## src/rtl/bin2bcd_seq_pkg.sv

```systemverilog
//------------------------------------------------------------------------------
// Module : bin2bcd_seq_pkg
// Brief  : Shared state encoding and digit-count helper for bin2bcd_seq.
// Rev    : 1.0  initial release
//------------------------------------------------------------------------------
`default_nettype none

package bin2bcd_seq_pkg;

  typedef enum logic [0:0] {
    ST_IDLE  = 1'b0,
    ST_SHIFT = 1'b1
  } state_t;

  // Decimal digits required to represent 2**bin_w-1 (bin_w limited to 63).
  function automatic int bcd_digits_needed(input int bin_w);
    longint unsigned maxv;
    longint unsigned pow;
    int              n;
    maxv = (64'd1 << bin_w) - 64'd1;
    pow  = 64'd10;
    n    = 1;
    while ((maxv >= pow) && (n < 19)) begin
      n   = n + 1;
      pow = pow * 64'd10;
    end
    return n;
  endfunction

endpackage

`default_nettype wire

```

## src/rtl/bin2bcd_seq_bcd_adj3.sv

```systemverilog
//------------------------------------------------------------------------------
// Module : bcd_adj3
// Brief  : Double-dabble digit correction: add 3 to any digit of 5 or more.
// Rev    : 1.0  initial release
//------------------------------------------------------------------------------
`default_nettype none

module bcd_adj3 (
  input  logic [3:0] i_digit,
  output logic [3:0] o_digit
);

  always_comb begin
    o_digit = i_digit;
    if (i_digit >= 4'd5) begin
      o_digit = i_digit + 4'd3;
    end
  end

endmodule

`default_nettype wire

```

## src/rtl/bin2bcd_seq.sv

```systemverilog
//------------------------------------------------------------------------------
// Module : bin2bcd_seq
// Brief  : Sequential shift-and-add-3 binary to packed BCD, one bit per clock.
// Rev    : 1.0  initial release
//------------------------------------------------------------------------------
`default_nettype none

module bin2bcd_seq
  import bin2bcd_seq_pkg::*;
#(
  parameter int BIN_W  = 16,
  parameter int DIGITS = 5
) (
  input  logic                  clk,
  input  logic                  rst,
  input  logic                  start,
  input  logic [BIN_W-1:0]      bin,
  output logic                  busy,
  output logic                  done,
  output logic [4*DIGITS-1:0]   bcd,
  output logic [DIGITS-1:0]     lz_blank
);

  localparam int                 CNT_W    = $clog2(BIN_W + 1);
  localparam int                 BCD_W    = 4 * DIGITS;
  localparam logic [CNT_W-1:0]   c_last   = CNT_W'(BIN_W - 1);
  localparam logic [DIGITS-1:0]  c_lz_rst = ~(DIGITS'(1));

  if (bcd_digits_needed(BIN_W) > DIGITS) begin : g_digits_check
    $error("bin2bcd_seq: DIGITS too small for BIN_W");
  end

  state_t             r_state;
  state_t             w_state_nxt;
  logic [BIN_W-1:0]   r_shift;
  logic [BCD_W-1:0]   r_scratch;
  logic [CNT_W-1:0]   r_cnt;
  logic               r_busy;
  logic               r_done;
  logic [BCD_W-1:0]   r_bcd;
  logic [DIGITS-1:0]  r_lz;

  logic               w_load;
  logic               w_last;
  logic [BCD_W-1:0]   w_adj;
  logic [BCD_W-1:0]   w_scratch_nxt;
  logic [BIN_W-1:0]   w_shift_nxt;
  logic [DIGITS-1:0]  w_lz;
  logic               w_zero;
  logic               w_unused_adj_msb;

  for (genvar gi = 0; gi < DIGITS; gi++) begin : g_adj
    bcd_adj3 u_adj (
      .i_digit (r_scratch[4*gi +: 4]),
      .o_digit (w_adj[4*gi +: 4])
    );
  end

  // The top digit never exceeds 9 after adjust+shift, so its MSB is always dropped.
  assign w_unused_adj_msb = w_adj[BCD_W-1];
  assign w_scratch_nxt    = {w_adj[BCD_W-2:0], r_shift[BIN_W-1]};
  assign w_shift_nxt      = {r_shift[BIN_W-2:0], 1'b0};

  assign w_load = (r_state == ST_IDLE)  && start;
  assign w_last = (r_state == ST_SHIFT) && (r_cnt == c_last);

  always_comb begin
    w_state_nxt = r_state;
    case (r_state)
      ST_IDLE:  if (start)  w_state_nxt = ST_SHIFT;
      ST_SHIFT: if (w_last) w_state_nxt = ST_IDLE;
      default:              w_state_nxt = ST_IDLE;
    endcase
  end

  // Leading-zero mask from the value about to be published.
  always_comb begin
    w_lz   = '0;
    w_zero = 1'b1;
    for (int i = DIGITS - 1; i >= 1; i--) begin
      w_zero  = w_zero & (w_scratch_nxt[4*i +: 4] == 4'd0);
      w_lz[i] = w_zero;
    end
  end

  always_ff @(posedge clk) begin
    if (rst) begin
      r_state <= ST_IDLE;
      r_busy  <= 1'b0;
    end else begin
      r_state <= w_state_nxt;
      r_busy  <= (w_state_nxt == ST_SHIFT);
    end
  end

  always_ff @(posedge clk) begin
    if (rst) begin
      r_shift   <= '0;
      r_scratch <= '0;
      r_cnt     <= '0;
      r_done    <= 1'b0;
      r_bcd     <= '0;
      r_lz      <= c_lz_rst;
    end else begin
      r_done <= 1'b0;
      if (w_load) begin
        r_shift   <= bin;
        r_scratch <= '0;
        r_cnt     <= '0;
      end else if (r_state == ST_SHIFT) begin
        r_shift   <= w_shift_nxt;
        r_scratch <= w_scratch_nxt;
        r_cnt     <= r_cnt + CNT_W'(1);
        if (w_last) begin
          r_bcd  <= w_scratch_nxt;
          r_lz   <= w_lz;
          r_done <= 1'b1;
        end
      end
    end
  end

  assign busy     = r_busy;
  assign done     = r_done;
  assign bcd      = r_bcd;
  assign lz_blank = r_lz;

endmodule

`default_nettype wire
```

## config.mk

```make
export PLATFORM = sky130hd
export DESIGN_NAME = bin2bcd_seq
export DESIGN_NICKNAME = d
export VERILOG_FILES = /design/src/rtl/bin2bcd_seq_pkg.sv /design/src/rtl/bin2bcd_seq_bcd_adj3.sv /design/src/rtl/bin2bcd_seq.sv
export SDC_FILE = /design/constraint.sdc
export NUM_CORES = 1
export LEC_CHECK = 0
export BUFFER_PORTS_ARGS = -buffer_cell sky130_fd_sc_hd__buf_2
export CAP_MARGIN = 10
export CELL_PAD_IN_SITES_DETAIL_PLACEMENT = 1
export CELL_PAD_IN_SITES_GLOBAL_PLACEMENT = 1
export CORE_ASPECT_RATIO = 0.6
export CORE_MARGIN = 4
export CORE_UTILIZATION = 45
export CTS_CLUSTER_SIZE = 30
export DETAILED_ROUTE_END_ITERATION = 8
export PLACE_DENSITY_LB_ADDON = 0.1
export SLEW_MARGIN = 20
export SYNTH_ARGS = -nofsm -noshare
export SYNTH_HDL_FRONTEND = slang
export SYNTH_HIERARCHICAL = 1
export SYNTH_SLANG_ARGS = --single-unit
```

## constraint.sdc

```tcl
create_clock -name clk -period 3.6 [get_ports clk]
set_clock_uncertainty 0.15 [all_clocks]
set_input_delay 0.36 -clock clk [delete_from_list [all_inputs] [get_ports clk]]
set_output_delay 0.36 -clock clk [all_outputs]
set_load 0.03 [all_outputs]
```

==> metrics.txt, run 1 <==
via/cell ratio=~5.1; Hold Startpoint=bin[0]; RSZ-0062 raised after global routing=no; first-pass iteration count of the detailed router=4; antenna violations before repair=0; ANT cells=0; CP Launch Point=r_scratch[13]$_SDFFE_PP0P_; Total Neg Setup Slack=0 ns; Pleak=1.55 nW; clk_lat worst skew=0.33 ns; Ports=46; Clock Tree Buf Depth=2; placed cells=roughly 470; Fin. Hold Viols=0; full die area=slightly above 0.008 mm^2; worst r2r src=r_scratch[13]$_SDFFE_PP0P_; Critical path buffers and inverters=1; Die W=115 um; Num CTS Buffers=9; crit-path max FO=3; post-synth net total=about 400; htree depth=3; post-route setup slack=1.18 ns; Wirelength per Cell=approximately 15 um; CP Class=reg -> reg; initial DRC count=~120; clock slew at reported path FFs=0.06 ns; CTS tree=yes; critical path required time=between 3 and 4 ns; input/output buffers=44; layout cells sized above 1=0.182; VDD IR max=about 0.21 mV; Root Driver=clkbuf_16; postcts setup bufs=0; Critical Path Sink Type=flop; P&R area growth vs syn=19.8%; Setup WS pre-CTS=between 1 and 1.5 ns; number of routed nets with antenna violations=0; CP max stage delay=about 0.56 ns; Cells after Synth=360; Hold WC Path Type=in -> reg; Overall Global Routing Usage=0.199; critical path, cell by cell=inv_1 -> ha_1 -> nand2b_1 -> a21oi_2 -> xnor2_1 -> or4_4 -> nor4_4 -> a221o_1; worst path arrival time=about 2.5 ns; Max Slew Vio Count=0; Rows=23; CTS hold repair buffers=0; synthesized area=0.00307 mm^2; Crit-path slowest cell=or4_4; CORE AREA=between 0.006 and 0.007 mm^2; pin count of the biggest net entering global routing=44; cts repair resizes=0; Syn. warnings=6; maxcap violations=0; first-pass GRT wire length=approximately 13000 um; die height=around 70 um; Detailed Place HPWL=~5000 um; CTS Sinks=67; grt ovf=0; largest delay contributor family on the critical path=simple AND/OR/NAND/NOR gates; Hold WS=roughly 0.18 ns; vias in the first global route=around 2600; syn avg cell area=8.54 um^2; Initial Utilization=0.462; final wirelength=~7500 um; gpl congestion=about 0.74; fin crit share=0.671; DRC Markers=0; Worst setup SP type=flop; Slew @ Worst Pin=roughly 0.88 ns; max frequency=between 400 and 500 MHz; outcome=completed; P per Cell Area=approximately 500 mW/mm^2; Final #Nets=428; minimum clock period after layout=~2.4 ns; Post-Layout Cell Count=489; Rel. slew slack=0.415; via count=2492; setup violators final=0
power breakdown:
| part | internal [W] | total [W] | switching [W] |
|---|---|---|---|
| Sequential | 0.000756 | 0.000770 | 0.0000141 |
| Clock | 0.000696 | 0.00102 | 0.000329 |
| Combinational | 0.0000362 | 0.0000866 | 0.0000504 |
| Total | 0.00149 | 0.00188 | 0.000393 |
path summary, 6_finish.rpt:
path / slack, ns / cells after the start / end
setup / recovery: 1.18 / 8 / lz_blank[1]$_SDFFE_PP1P_
hold / removal: 0.18 / 3 / r_shift[0]$_SDFFE_PP0P_
setup reg to reg: 1.18 / 8 / lz_blank[1]$_SDFFE_PP1P_
hold reg to reg: 0.30 / 2 / bcd[3]$_SDFFE_PP0P_
stage by stage:
stage	power, W	area (um^2)	utilization
3_3_place_gp	0.000870	3330	0.501
5_1_grt	0.00195	3680	0.554
3_5_place_dp	0.000873	3330	0.501
6_report	0.00188	3680	0.554
4_1_cts	0.00190	3680	0.554
2_1_floorplan	0.000848	3070	-
layout make-up:
type / instances / area, um^2
inverters: 12 / 45.0
well taps: 87 / 109
flip-flops and latches: 67 / 1340
fillers: 790 / 2970
repair buffers: 46 / 235
clock inverters: 6 / 113
clock buffers: 10 / 239
multi-input cells: 261 / 1600
placed cells by master, fill, tap and decap left out, drive strengths merged, types with 2 or more instances in the layout:
| cell | instances |
|---|---|
| a21oi | 42 |
| buf | 46 |
| bufinv | 3 |
| clkbuf | 10 |
| clkinv | 3 |
| dfxtp | 67 |
| ha | 12 |
| inv | 12 |
| mux2 | 15 |
| mux2i | 27 |
| nand2 | 91 |
| nand2b | 9 |
| nor2 | 32 |
| nor3 | 2 |
| nor4 | 2 |
| o21ai | 9 |
| or4 | 3 |
| xnor2 | 6 |
| xor2 | 2 |
per-layer routing:
| layer | GRT usage | vias to the layer above | part of all wire |
|---|---|---|---|
| li1 | - | 1265 | - |
| met1 | 0.259 | 1177 | 0.50 |
| met2 | 0.319 | 44 | 0.45 |
| met3 | 0.0608 | 6 | 0.040 |
| met4 | 0.0599 | 0 | 0.0082 |
| met5 | 0 | - | 0 |
flip-flops by register name, indices dropped and copies added (netlist names):
register	flops
lz_blank	4
done	1
r_shift	16
r_scratch	20
r_cnt	5
bcd	20
busy	1
tightest hold or removal path: cells and delay by family:
kind	cells	cell delay [ns]
buffers and inverters	1	0.08
muxes	1	0.06
and+or+nand+nor	1	0.12
No activity file was read; power rests on OpenSTA's default activity.
==> run 2: changes to the inputs <==
--- a/config.mk
+++ b/config.mk
@@ -5,13 +5,14 @@
 export SDC_FILE = /design/constraint.sdc
 export NUM_CORES = 1
 export LEC_CHECK = 0
+export ABC_AREA = 1
 export BUFFER_PORTS_ARGS = -buffer_cell sky130_fd_sc_hd__buf_2
 export CAP_MARGIN = 10
 export CELL_PAD_IN_SITES_DETAIL_PLACEMENT = 1
 export CELL_PAD_IN_SITES_GLOBAL_PLACEMENT = 1
 export CORE_ASPECT_RATIO = 0.6
 export CORE_MARGIN = 4
-export CORE_UTILIZATION = 45
+export CORE_UTILIZATION = 41
 export CTS_CLUSTER_SIZE = 30
 export DETAILED_ROUTE_END_ITERATION = 8
 export PLACE_DENSITY_LB_ADDON = 0.1
==> constraint.sdc (replaced) <==
create_clock -name clk -period 2.3 [get_ports clk]
set_clock_uncertainty 0.15 [all_clocks]
set_input_delay 0.23 -clock clk [delete_from_list [all_inputs] [get_ports clk]]
set_output_delay 0.23 -clock clk [all_outputs]
set_load 0.03 [all_outputs]
==> metrics.txt, run 2 <==
NetSw=0.000613 W (+56%); Comb pwr share=0.052 (+0.006); htree depth=3 (unchanged); number of routed nets with antenna violations=0 (unchanged); Critical Path Sink Type=output port; Tot Pwr=0.00279 W (+48%); critical path required time=1.92 ns (-1.80 ns); CP Class=reg -> out; via/cell ratio=4.92 (-3.5%); final wirelength=8920 um (+18%); gpl congestion=0.802 (+7.8%); full die area=0.00951 mm^2 (+15%); worst path arrival time=1.56 ns (-0.97 ns); fin crit share=0.841; RSZ-0062 raised after global routing=no; Fill cells=992 (+26%); multi-input logic area=0.00164 mm^2 (+2.5%); Hold WC Path Type=in -> reg; P per Cell Area=716 mW/mm^2 (+40%); cts repair resizes=0 (unchanged); first-pass iteration count of the detailed router=4 (unchanged); Rows=24 (+4.3%); CTS Sinks=67 (unchanged); vias in the first global route=3169 (+23%); CORE AREA=0.00751 mm^2 (+13%); P_int=0.00217 W (+46%); Total Neg Setup Slack=0 ns (unchanged); Hold WS=0.0298 ns (-0.155 ns); Cells after Synth=470 (+31%); Die W=123 um (+7.5%); Ports=46 (unchanged); setup violators final=0 (unchanged); Max Slew Vio Count=0 (unchanged); layout cells sized above 1=0.194 (+0.0126); Fin. Hold Viols=0 (unchanged); setup slack, reg-to-reg=0.37 ns (-0.81 ns); DRC Markers=0 (unchanged); ANT cells=0 (unchanged); Root Driver=clkbuf_16; P&R area growth vs syn=19.1%; Wirelength per Cell=14.3 um (-7.1%); first-pass GRT wire length=15300 um (+18%); switching share of power=0.220 (+0.0108); via count=3069 (+23%); Detailed Place HPWL=6440 um (+29%); antenna violations before repair=0 (unchanged); commonest non-fill, non-tap cell in the layout=nand2_1; minimum clock period after layout=approximately 1.9 ns; synthesized area=0.00327 mm^2 (+6.3%); Num CTS Buffers=9 (unchanged); sequential share of power=0.430 (+0.021); VDD IR max=0.376 mV (+77%); initial DRC count=197 (+60%); most frequent cells in the layout=176 x nand2_1, 67 x dfxtp_1, 44 x buf_2; clock network fraction of design power=0.518 (-0.027); register area=0.00134 mm^2 (about the same); clock slew at reported path FFs=0.06 ns (about the same); Overall Global Routing Usage=0.204 (+0.00562); outcome=completed; die height=77.2 um (+7.1%); Slew @ Worst Pin=0.524 ns (-0.353 ns); Syn. warnings=6 (unchanged); Rel. slew slack=0.650 (+0.235); CTS tree=yes; Pleak=1.69 nW (+9.1%); input/output buffers=44 (unchanged); syn avg cell area=6.95 um^2 (-19%); pin count of the biggest net entering global routing=25 (-43%); Clock Tree Buf Depth=2 (unchanged); Worst setup SP type=flop; max frequency=517 MHz; post-synth net total=501 (+28%); clk_lat worst skew=0.33 ns (about the same); Initial Utilization=0.435 (-0.0271); crit-path max FO=18 (+15); grt ovf=0 (unchanged); maxcap violations=0 (unchanged); Final #Nets=546 (+28%)
-- run 2: critical path: stages, from the launching register on --
cell     delay (ns)
dfxtp_1        0.65
buf_4          0.33
buf_2          0.24
-- run 2: what timing repair did --
action | 4_1_cts | 5_1_grt
hold buffers | 1 | 0
setup buffers | 0 | 0
hold endpoints to repair | 1 | 0
-- run 2: worst paths after layout --
| path | startpoint | end | cells past startpoint |
|---|---|---|---|
| max | busy$_SDFF_PP0_ | busy | 2 |
| min | bin[4] | r_shift[4]$_SDFFE_PP0P_ | 5 |
| min reg2reg | lz_blank[3]$_SDFFE_PP1P_ | lz_blank[3]$_SDFFE_PP1P_ | 2 |
| max reg2reg | r_cnt[0]$_SDFFE_PP0P_ | bcd[5]$_SDFFE_PP0P_ | 7 |
-- run 2: metal layers --
metal	part of all wire	vias up	GRT usage
li1	-	1558	-
met1	0.48	1448	0.259
met2	0.45	51	0.325
met3	0.045	12	0.0676
met4	0.015	0	0.0696
met5	0	-	0
-- run 2: metrics by stage --
step,setup slack [ns],area (um^2),instances,utilization
detailed placement,0.392,3570,607,0.476
CTS,0.335,3890,624,0.518
floorplan,0.682,3270,470,-
finish,0.365,3890,624,0.518
global placement,0.525,3570,607,0.476
global route,0.169,3890,624,0.518
-- run 2: cell type report --
cell class | count | share of cell area
clock inverter | 5 | 0.0199
inverter | 48 | 0.0463
tap | 104 | 0.0334
timing repair buffer | 53 | 0.0746
multi-input combinational | 336 | 0.421
sequential | 67 | 0.345
clock buffer | 11 | 0.0598
-- run 2: power by group through the flow --
stage | registers [W] | clock network [W] | logic (W)
after floorplan | 0.00122 | 0 | 0.000102
after global placement | 0.00122 | 0 | 0.000141
after detailed placement | 0.00122 | 0 | 0.000145
after CTS | 0.00120 | 0.00147 | 0.000148
after global routing | 0.00120 | 0.00152 | 0.000167
final | 0.00120 | 0.00144 | 0.000145
